$ cat src/rtl/alu_fwd_add_or_unit.sv
// alu_fwd_add_or_unit
// Registered FORWARD / ADD / OR slice of the processor datapath.
// One-cycle latency; OUT_VALID pulses once per accepted request and
// ILLEGAL flags any SELECT outside {000, 001, 011}.
// Optional macro ALU_FLAGS_EN adds registered ZERO and CARRY outputs.
module alu_fwd_add_or_unit #(
    parameter int WIDTH = 8
) (
    input  logic             CLK,
    input  logic             RESETN,
    input  logic             IN_VALID,
    input  logic [WIDTH-1:0] DATA1,
    input  logic [WIDTH-1:0] DATA2,
    input  logic [2:0]       SELECT,
    output logic [WIDTH-1:0] RESULT,
    output logic             OUT_VALID,
    output logic             ILLEGAL
`ifdef ALU_FLAGS_EN
    ,
    output logic             ZERO,
    output logic             CARRY
`endif
);

    localparam logic [2:0] SEL_FWD = 3'b000;
    localparam logic [2:0] SEL_ADD = 3'b001;
    localparam logic [2:0] SEL_OR  = 3'b011;

    // Decode helper: true for the codes this slice implements.
    function automatic logic is_supported(input logic [2:0] sel);
        return (sel == SEL_FWD) || (sel == SEL_ADD) || (sel == SEL_OR);
    endfunction

    // ---- stage p0: all three results computed in parallel, SELECT muxes ----
    logic [WIDTH-1:0] fwd_p0;
    logic [WIDTH-1:0] sum_p0;
    logic [WIDTH-1:0] or_p0;
    logic [WIDTH-1:0] res_p0;
    logic             illegal_p0;
    logic             vld_p0;
`ifdef ALU_FLAGS_EN
    logic             carry_add_p0;
    logic             carry_p0;
`endif

    assign fwd_p0 = DATA2;
    assign or_p0  = DATA1 | DATA2;
    assign vld_p0 = IN_VALID;
`ifdef ALU_FLAGS_EN
    assign {carry_add_p0, sum_p0} = {1'b0, DATA1} + {1'b0, DATA2};
`else
    assign sum_p0 = DATA1 + DATA2;
`endif

    // Result select; reserved codes return zero and raise the illegal flag.
    always_comb begin
        res_p0     = '0;
        illegal_p0 = 1'b0;
`ifdef ALU_FLAGS_EN
        carry_p0   = 1'b0;
`endif
        case (SELECT)
            SEL_FWD: res_p0 = fwd_p0;
            SEL_ADD: begin
                res_p0 = sum_p0;
`ifdef ALU_FLAGS_EN
                carry_p0 = carry_add_p0;
`endif
            end
            SEL_OR:  res_p0 = or_p0;
            default: illegal_p0 = !is_supported(SELECT);
        endcase
    end

    // ---- stage p1: registered outputs ----
    logic [WIDTH-1:0] res_p1;
    logic             illegal_p1;
    logic             vld_p1;

    // Valid and illegal are one-cycle pulses per accepted request.
    always_ff @(posedge CLK or negedge RESETN) begin
        if (!RESETN) begin
            vld_p1     <= 1'b0;
            illegal_p1 <= 1'b0;
        end else begin
            vld_p1     <= vld_p0;
            illegal_p1 <= vld_p0 & illegal_p0;
        end
    end

    // Result loads on accept and holds across idle cycles.
    always_ff @(posedge CLK or negedge RESETN) begin
        if (!RESETN) begin
            res_p1 <= '0;
        end else if (vld_p0) begin
            res_p1 <= res_p0;
        end
    end

    assign RESULT    = res_p1;
    assign OUT_VALID = vld_p1;
    assign ILLEGAL   = illegal_p1;

`ifdef ALU_FLAGS_EN
    logic zero_p1;
    logic carry_p1;

    // Flags follow the loaded result and hold on idle cycles.
    always_ff @(posedge CLK or negedge RESETN) begin
        if (!RESETN) begin
            zero_p1  <= 1'b0;
            carry_p1 <= 1'b0;
        end else if (vld_p0) begin
            zero_p1  <= (res_p0 == '0);
            carry_p1 <= carry_p0;
        end
    end

    assign ZERO  = zero_p1;
    assign CARRY = carry_p1;
`endif

endmodule

$ cat config.mk
export PLATFORM = sky130hd
export DESIGN_NAME = alu_fwd_add_or_unit
export DESIGN_NICKNAME = d
export VERILOG_FILES = /design/src/rtl/alu_fwd_add_or_unit.sv
export SDC_FILE = /design/constraint.sdc
export NUM_CORES = 1
export LEC_CHECK = 0
export BUFFER_PORTS_ARGS = -buffer_cell sky130_fd_sc_hd__buf_4
export CORE_UTILIZATION = 39
export CTS_CLUSTER_SIZE = 30
export DETAILED_ROUTE_END_ITERATION = 8
export GPL_TIMING_DRIVEN = 1
export PLACE_DENSITY = 0.7
export SLEW_MARGIN = 10
export SYNTH_ARGS = -nofsm -noshare
export SYNTH_HDL_FRONTEND = slang
export SYNTH_SLANG_ARGS = --single-unit
$ cat constraint.sdc
create_clock -name CLK -period 1 [get_ports CLK]
set_clock_uncertainty 0.05 [all_clocks]
set_input_delay 0.2 -clock CLK [delete_from_list [all_inputs] [get_ports CLK]]
set_output_delay 0.2 -clock CLK [all_outputs]
set_load 0.05 [all_outputs]
======== Word level (Yosys, flattened, before mapping) ========
Cells that the tools add are included.
storage, ports and cells
  memories kept ........................... 0
  RAM bits ................................ 0
  bits in latches ......................... 0
  word-level logic and storage cells ...... 15
  register bits after elaboration ......... 10
  bits in read-only memories .............. 0
  output and inout bits ................... 10
cells by class
  div/mod/pow operators ................... 0
  multiplexer cells ....................... 2
  $add $sub $neg .......................... 1
  reductions and logical operators ........ 5
  equality and inequality tests ........... 2
  bitwise operators ....................... 2
  shift-type cells ........................ 0
  multiply operators ...................... 0
  $lt $le $gt $ge ......................... 0
operator list
  cell                                                  count
  case mux 8 bit (3 select lines)                       1
  adder 8 bit                                           1
  OR 8 bit                                              1
  equality test 3 x 1 -> 1 bit (second input constant)  1
  equality test 3 x 2 -> 1 bit (second input constant)  1
  zero test 3 bit                                       1
  OR reduction 3 bit                                    1
  logical OR 1 bit                                      2
  AND 1 bit                                             1
  zero test 1 bit                                       1
  2-to-1 mux 1 bit                                      1

======== Depth between registers and ports, before layout ========
Gate-level depths: netlist of run 1.
  word-level depth ........................ 6
  depth in mapped cells ................... 8

======== Worst setup path before layout of run 1 ========
OpenSTA, ideal clock, no wires.
  kind .................................... in2reg
  from .................................... input port DATA1[0]
  to ...................................... register res_p1[6] (netlist: RESULT[6])
  data arrival time ....................... 1.622 ns
  path slack .............................. -0.792 ns
  cell stages on the path ................. 8
  cell sequence ........................... ha_1 -> inv_1 -> fa_1 -> nor2b_4 -> o31a_1 -> o21a_1 -> or3_1 -> a31o_1
between the ends
  longest elaborated chain between the ends .. 2
ends and longest elaborated chain
  element                          line  RTL
  from (decl)                      12    input logic [WIDTH-1:0] DATA1,
  adder 8 bit                      52    assign sum_p0 = DATA1 + DATA2;
  case mux 8 bit (3 select lines)  62    case (SELECT)
  to (signal assigned)             96    res_p1 <= res_p0;
  to (decl)                        76    logic [WIDTH-1:0] res_p1;
Every way passes these cells.
A chain may end at the register's enable or synchronous reset.

======== Worst setup path in the final report of run 1 ========
Ends and elaborated chain as after synthesis.

==> results.md, run 1 <==
- Setup TNS Final: -3.20 ns
- Max Transition Viols Final: 0
- Synth Instances: 114
- Fillers: 177
- Clock sinks: 10
- Max Freq: 0.603 GHz
- First-pass GRT wire length: 4700 µm
- Initial antenna violation count: 0
- Relative slew margins: 73.0%
- Endpoint class of the critical path: flop
- Post-route DRC: 0
- CP Class: in -> reg
- CP peak stage delay: 0.32 ns
- Dpl cells: 199
- Worst Tran Pin Value: 0.395 ns
- CTS H-tree lvls: 1
- Starting Density: 42.5%
- CTS Buffer Depth: 2
- DR vias: 1,126
- Worst endpoint data arrival time: 1.76 ns
- Yosys cell types: 33
- Fin crit share: 166%
- Pre-Repair DR Iteration Count: 4
- Horiz. Die Dim: 51.5 µm
- Boundary pin count: 32
- Die height: 51.5 µm
- Critical path cell sequence: buf_8 -> ha_4 -> inv_2 -> fa_2 -> nor2b_4 -> o31a_1 -> o21a_1 -> or3_1 -> a31o_1
- Final core occ: 73.8%
- Fin nets: 224
- Min-delay worst type: in -> reg
- N_diodes: 0
- VDD IR-drop max: 0.000610 V
- Dpl ws: -0.965 ns
- Total CTS buffers: 3
- Psw: 0.607 mW
- Reg power frac: 29.1%
- Setup ws final: -0.658 ns
- CP required: 1.10 ns
- Placeable core area: 2250 µm²
- First DRT Iteration DRCs: 38
- Failing checks: setup timing
- Unrepaired setup endpoints after global routing: true
- PortBufs: 31
- Clk_lat worst skew: 0.26 ns
- Area Overhead vs Synth: 73.9%
- Routed WL per cell: 14.2 µm
- Clk slew on worst S/H paths: 0.07 ns
- DR vias/cell: 5.31
- Routability congestion estimate: 0.853
- Number of global-route vias before repair: 1,138
- Finished Layout Cells: 212
- Largest net degree at the start of global routing: 11
- Final hold violation count: 0
- Top_reg_cell synth: dfrtp_1
- CTS tree: yes
- Root Buffer: clkbuf_4
- Mapped Nets: 152
- Register area share after synthesis: 26.1%
- Leak Pwr: 0.876 nW
- HPWL Detailed: 2210 µm
- Post-synth EDFFs: 0
- WL final: 3010 µm
- Async S/R FF share, synth: 100%
- All-layer global routing usage: 23.5%
- Die area: 2660 µm²
- Part of the power in combinational logic: 52.6%
- Internal power: 1.00 mW
- Peak fanout along the critical path: 2
- Final setup fails: 17
- Post-DRT Antenna Nets: 0
- Status: finished with violations
- Mapped cell area: 957 µm²
- Synth Register Bits: 10
- Cell Rows: 17
- Share of layout cells above drive strength 1: 48.9%
- Grt ovf: 0
- Clock power share: 18.3%
- Sw frac: 37.7%
- PwrDens: 968 nW/µm²
- Synth warn: 0
- Post-Syn Area per Cell: 8.40 µm²
- Max-cap violations: 0
- Period minus WS final: 1.66 ns
- Setup crit start kind: input port
- Slowest CP cell: or3_1
-- Yosys cell counts, types with 2 or more instances --
library cell / instances / area, µm²
mux2i_1: 3 / 30.0
nand2_1: 3 / 11.3
nor2_1: 11 / 41.3
ha_1: 15 / 188
a21oi_1: 12 / 60.1
o21a_1: 2 / 15.0
o21ai_0: 7 / 35.0
nor2b_1: 2 / 12.5
or3_1: 2 / 12.5
a22oi_1: 2 / 15.0
o2bb2ai_1: 4 / 35.0
dfrtp_1: 10 / 250
inv_1: 20 / 75.1
a221o_1: 2 / 20.0
-- path summary, 6_finish.rpt --
kind | end | startpoint | slack [ns] | cells after the start
max | RESULT[6] | DATA1[0] | -0.66 | 9
min | OUT_VALID | IN_VALID | 0.03 | 1
max reg2reg | RESULT[3] | RESULT[3] | -0.03 | 2
min reg2reg | RESULT[4] | RESULT[4] | 0.55 | 1
max in group asynchronous | RESULT[0] | RESETN | 0.50 | 2
min in group asynchronous | ILLEGAL | RESETN | 0.25 | 2
-- metal layers --
metal / wire length (µm) / vias up / global-route usage, % / share of wire [%]
met5: 0 / - / 0 / 0
met4: 56 / 0 / 10.8 / 1.9
met3: 172 / 9 / 2.05 / 5.7
met2: 1600 / 49 / 42.6 / 53
met1: 1180 / 530 / 27.6 / 39
li1: - / 538 / - / -
-- cells in the final DEF, fill, tap and decap left out, types with 3 or more instances in the layout --
| cell | n |
|---|---|
| inv_1 | 16 |
| dfrtp_1 | 10 |
| nand2_1 | 3 |
| inv_2 | 3 |
| mux2i_1 | 3 |
| o21ai_0 | 3 |
| clkbuf_4 | 3 |
| a21oi_1 | 10 |
| ha_4 | 3 |
| buf_4 | 54 |
| buf_6 | 12 |
| ha_1 | 11 |
| nor2_1 | 10 |
| o2bb2ai_1 | 4 |
-- repair_timing --
item	CTS	global route
hold endpoints to repair	10	0
endpoints found under the setup margin	17	17
pin swaps	15	5
hold buffers	1	0
resized for setup	18	7
setup buffers	6	3
-- flip-flops by register name, indices dropped and copies added (netlist names) --
name       count
OUT_VALID      1
ILLEGAL        1
RESULT         8
-- critical path, delay by kind of cell --
family	cells	cell delay, ns
AOI/OAI and AO/OA	3	0.67
and+or+nand+nor	2	0.37
buffers and inverters	2	0.15
adders and majority gates	2	0.37
-- layout make-up --
class	instances	area [µm²]	area share (%)
clock buffers	3	22.5	1.35
multi-input cells	81	693	41.7
well taps	28	35.0	2.11
inverters	21	82.6	4.96
flip-flops and latches	10	250	15.0
repair buffers	69	581	34.9
-- power by group through the flow --
| stage | combinational, mW | sequential (mW) | clock, mW |
|---|---|---|---|
| 4_1_cts | 0.799 | 0.468 | 0.279 |
| 5_1_grt | 0.908 | 0.474 | 0.307 |
| 2_1_floorplan | 0.277 | 0.601 | 0 |
| 6_report | 0.847 | 0.469 | 0.294 |
| 3_5_place_dp | 0.720 | 0.471 | 0 |
| 3_3_place_gp | 0.697 | 0.470 | 0 |
-- stage by stage --
stage / total power, mW / hold slack [ns] / instance area, µm²
3_3_place_gp: 1.17 / -0.0161 / 1480
3_5_place_dp: 1.19 / -0.0102 / 1480
4_1_cts: 1.55 / 0.0273 / 1620
2_1_floorplan: 0.878 / -0.146 / 1010
5_1_grt: 1.69 / 0.0237 / 1660
6_report: 1.61 / 0.0254 / 1660
-- cell families after synthesis --
logic type,count (synthesis),share of synthesized area (%)
simple gates,22,11.8
fa+ha+maj,16,21.7
buf+inv,23,9.15
mux,3,3.14
xor+xnor,2,1.83
flops,10,26.1
compound gates,38,26.3
No activity file was read; power rests on OpenSTA's default activity.
==> run 2: changes to the inputs <==
--- a/config.mk
+++ b/config.mk
@@ -6,11 +6,13 @@
 export NUM_CORES = 1
 export LEC_CHECK = 0
 export BUFFER_PORTS_ARGS = -buffer_cell sky130_fd_sc_hd__buf_4
+export CORE_ASPECT_RATIO = 1.2
 export CORE_UTILIZATION = 39
 export CTS_CLUSTER_SIZE = 30
 export DETAILED_ROUTE_END_ITERATION = 8
 export GPL_TIMING_DRIVEN = 1
 export PLACE_DENSITY = 0.7
+export SKIP_CTS_REPAIR_TIMING = 1
 export SLEW_MARGIN = 10
 export SYNTH_ARGS = -nofsm -noshare
 export SYNTH_HDL_FRONTEND = slang
==> constraint.sdc (replaced) <==
create_clock -name CLK -period 1 [get_ports CLK]
set_clock_uncertainty 0.05 [all_clocks]
set_input_delay 0.15 -clock CLK [delete_from_list [all_inputs] [get_ports CLK]]
set_output_delay 0.15 -clock CLK [all_outputs]
set_load 0.05 [all_outputs]
==> run 2 against run 1 <==
  * The flow still finishes with violations (setup timing)
  * Clock power decreased by 14%
  * First-iteration DRC count fell by 76%
  * Combinational power fell by 4.5%
  * Design area fell by 1.7%
  * Cell count down 0.94%
  * Critical path depth unchanged
  * Non-clock buffer count shrank 5
  * Sequential share of layout area increased by 0.25 points
  * Setup slack improved by 0.12 ns
  * Global-route usage is 3.5 points lower
  * Routed wire length shrank 18%
  * Highest routed layer unchanged
==> results.md, run 2 (synthesized netlist as in run 1, its figures left out) <==
- Sw frac: 35.8%
- Worst endpoint data arrival time: 1.63 ns
- Fin nets: 219
- WHS Path Cells: 3
- DR vias: 1,009
- Initial antenna violation count: 0
- Die height: 56.3 µm
- Reg power frac: 30.7%
- Status: finished with violations
- Post-route DRC: 0
- N_diodes: 0
- PwrDens: 936 nW/µm²
- Peak fanout along the critical path: 2
- Routing usage on met3: 0.965%
- First-pass GRT wire length: 4000 µm
- Unrepaired setup endpoints after global routing: true
- Starting Density: 41.5%
- Failing checks: setup timing
- Post-DRT Antenna Nets: 0
- Final Cell Area: 1640 µm²
- Grt met2 use: 31.3%
- All-layer global routing usage: 19.9%
- Clock sinks: 10
- Setup ws final: -0.538 ns
- Routed WL per cell: 11.8 µm
- Horiz. Die Dim: 47.2 µm
- Part of the power in combinational logic: 52.8%
- Leak Pwr: 0.850 nW
- Crit path depth: 9
- Dpl ws: -0.894 ns
- Max Freq: 0.650 GHz
- Area Overhead vs Synth: 71.0%
- Number of global-route vias before repair: 975
- Max reg flops: 8
- Critical path cell sequence: buf_8 -> ha_4 -> inv_2 -> fa_2 -> nor2b_4 -> o31a_1 -> o21a_1 -> or3_1 -> a31o_1
- Fillers: 176
- DP Area: 1460 µm²
- Largest net degree at the start of global routing: 11
- Die area: 2660 µm²
- Boundary pin count: 32
- Share of layout cells above drive strength 1: 46.4%
- Routability congestion estimate: 0.826
- VDD IR-drop max: 0.000528 V
- CP peak stage delay: 0.30 ns
- Reg2reg path depth: 3
- Pre-Repair DR Iteration Count: 4
- Grt ovf: 0
- DR vias/cell: 4.80
- Clk_lat worst skew: 0.25 ns
- Root Buffer: clkbuf_4
- CP required: 1.09 ns
- Most frequent cells in the layout: 49 x buf_4, 17 x inv_1, 11 x nor2_1, 11 x buf_6
- Placeable core area: 2310 µm²
- Endpoint class of the critical path: flop
- Max-cap violations: 0
- Total CTS buffers: 3
- CTS Buffer Depth: 2
- Slowest CP cell: or3_1
- Final hold violation count: 0
- WL final: 2470 µm
- Cell Rows: 19
- Max Transition Viols Final: 0
- PortBufs: 31
- Setup crit start kind: input port
- Clk slew on worst S/H paths: 0.06 ns
- CTS tree: yes
- Final setup fails: 12
- GR Util met1: 27.9%
- CP Class: in -> reg
- First DRT Iteration DRCs: 9
- Gr busiest metal: met2
- Period minus WS final: 1.54 ns
- Critical path's top delay family: compound AO/OA/AOI/OAI gates
- HPWL Detailed: 1950 µm
- CTS H-tree lvls: 1
- Fin crit share: 154%
- Min-delay worst type: in -> reg
- Internal power: 0.983 mW
- Most common cell after layout, fill and taps aside: buf_4
- Psw: 0.549 mW
- Clock power share: 16.5%
- Buffer and inverter count on the worst path: 2
- Setup TNS Final: -2.19 ns
- Worst Tran Pin Value: 0.347 ns
- Relative slew margins: 76.2%
==> run 2: worst paths after layout <==
path                           start        end  slack (ns)
hold reg to reg            RESULT[2]  RESULT[2]        0.48
max in group asynchronous     RESETN  RESULT[5]        0.55
setup reg to reg           RESULT[6]  RESULT[6]        0.02
hold / removal             SELECT[1]    ILLEGAL        0.16
setup / recovery            DATA1[0]  RESULT[6]       -0.54
min in group asynchronous     RESETN  OUT_VALID        0.22
==> run 2: power by group through the flow <==
stage / Sequential (mW) / Combinational, mW / Clock, mW
2_1_floorplan: 0.601 / 0.276 / 0
3_3_place_gp: 0.469 / 0.689 / 0
3_5_place_dp: 0.471 / 0.703 / 0
4_1_cts: 0.465 / 0.708 / 0.260
5_1_grt: 0.475 / 0.879 / 0.293
6_report: 0.471 / 0.809 / 0.252
==> run 2: layout make-up <==
class | count | area [µm²] | area share, %
inverters | 21 | 82.6 | 5.05
flip-flops and latches | 10 | 250 | 15.3
clock buffers | 3 | 22.5 | 1.38
repair buffers | 64 | 542 | 33.1
well taps | 31 | 38.8 | 2.37
multi-input cells | 81 | 701 | 42.8
==> run 2: through the flow <==
stage                     util, %  hold slack [ns]  power [mW]  instances
after CTS                    64.2           -0.340        1.43        202
final                        71.0            0.161        1.53        210
after global routing         71.0            0.178        1.65        210
after detailed placement     63.3          -0.0682        1.17        199
after floorplan                 -           -0.196       0.878        114
after global placement       63.3          -0.0700        1.16        199
==> run 2: per-layer routing <==
layer  up-vias  wire length (µm)
met5         -                 0
met4         0                21
met3         2                51
met2        26              1350
met1       458              1040
li1        523                 -
==> run 2: worst min-delay path: stages <==
cell and delay [ns]:
buf_4 0.13, a21oi_1 0.07, nor2_1 0.07
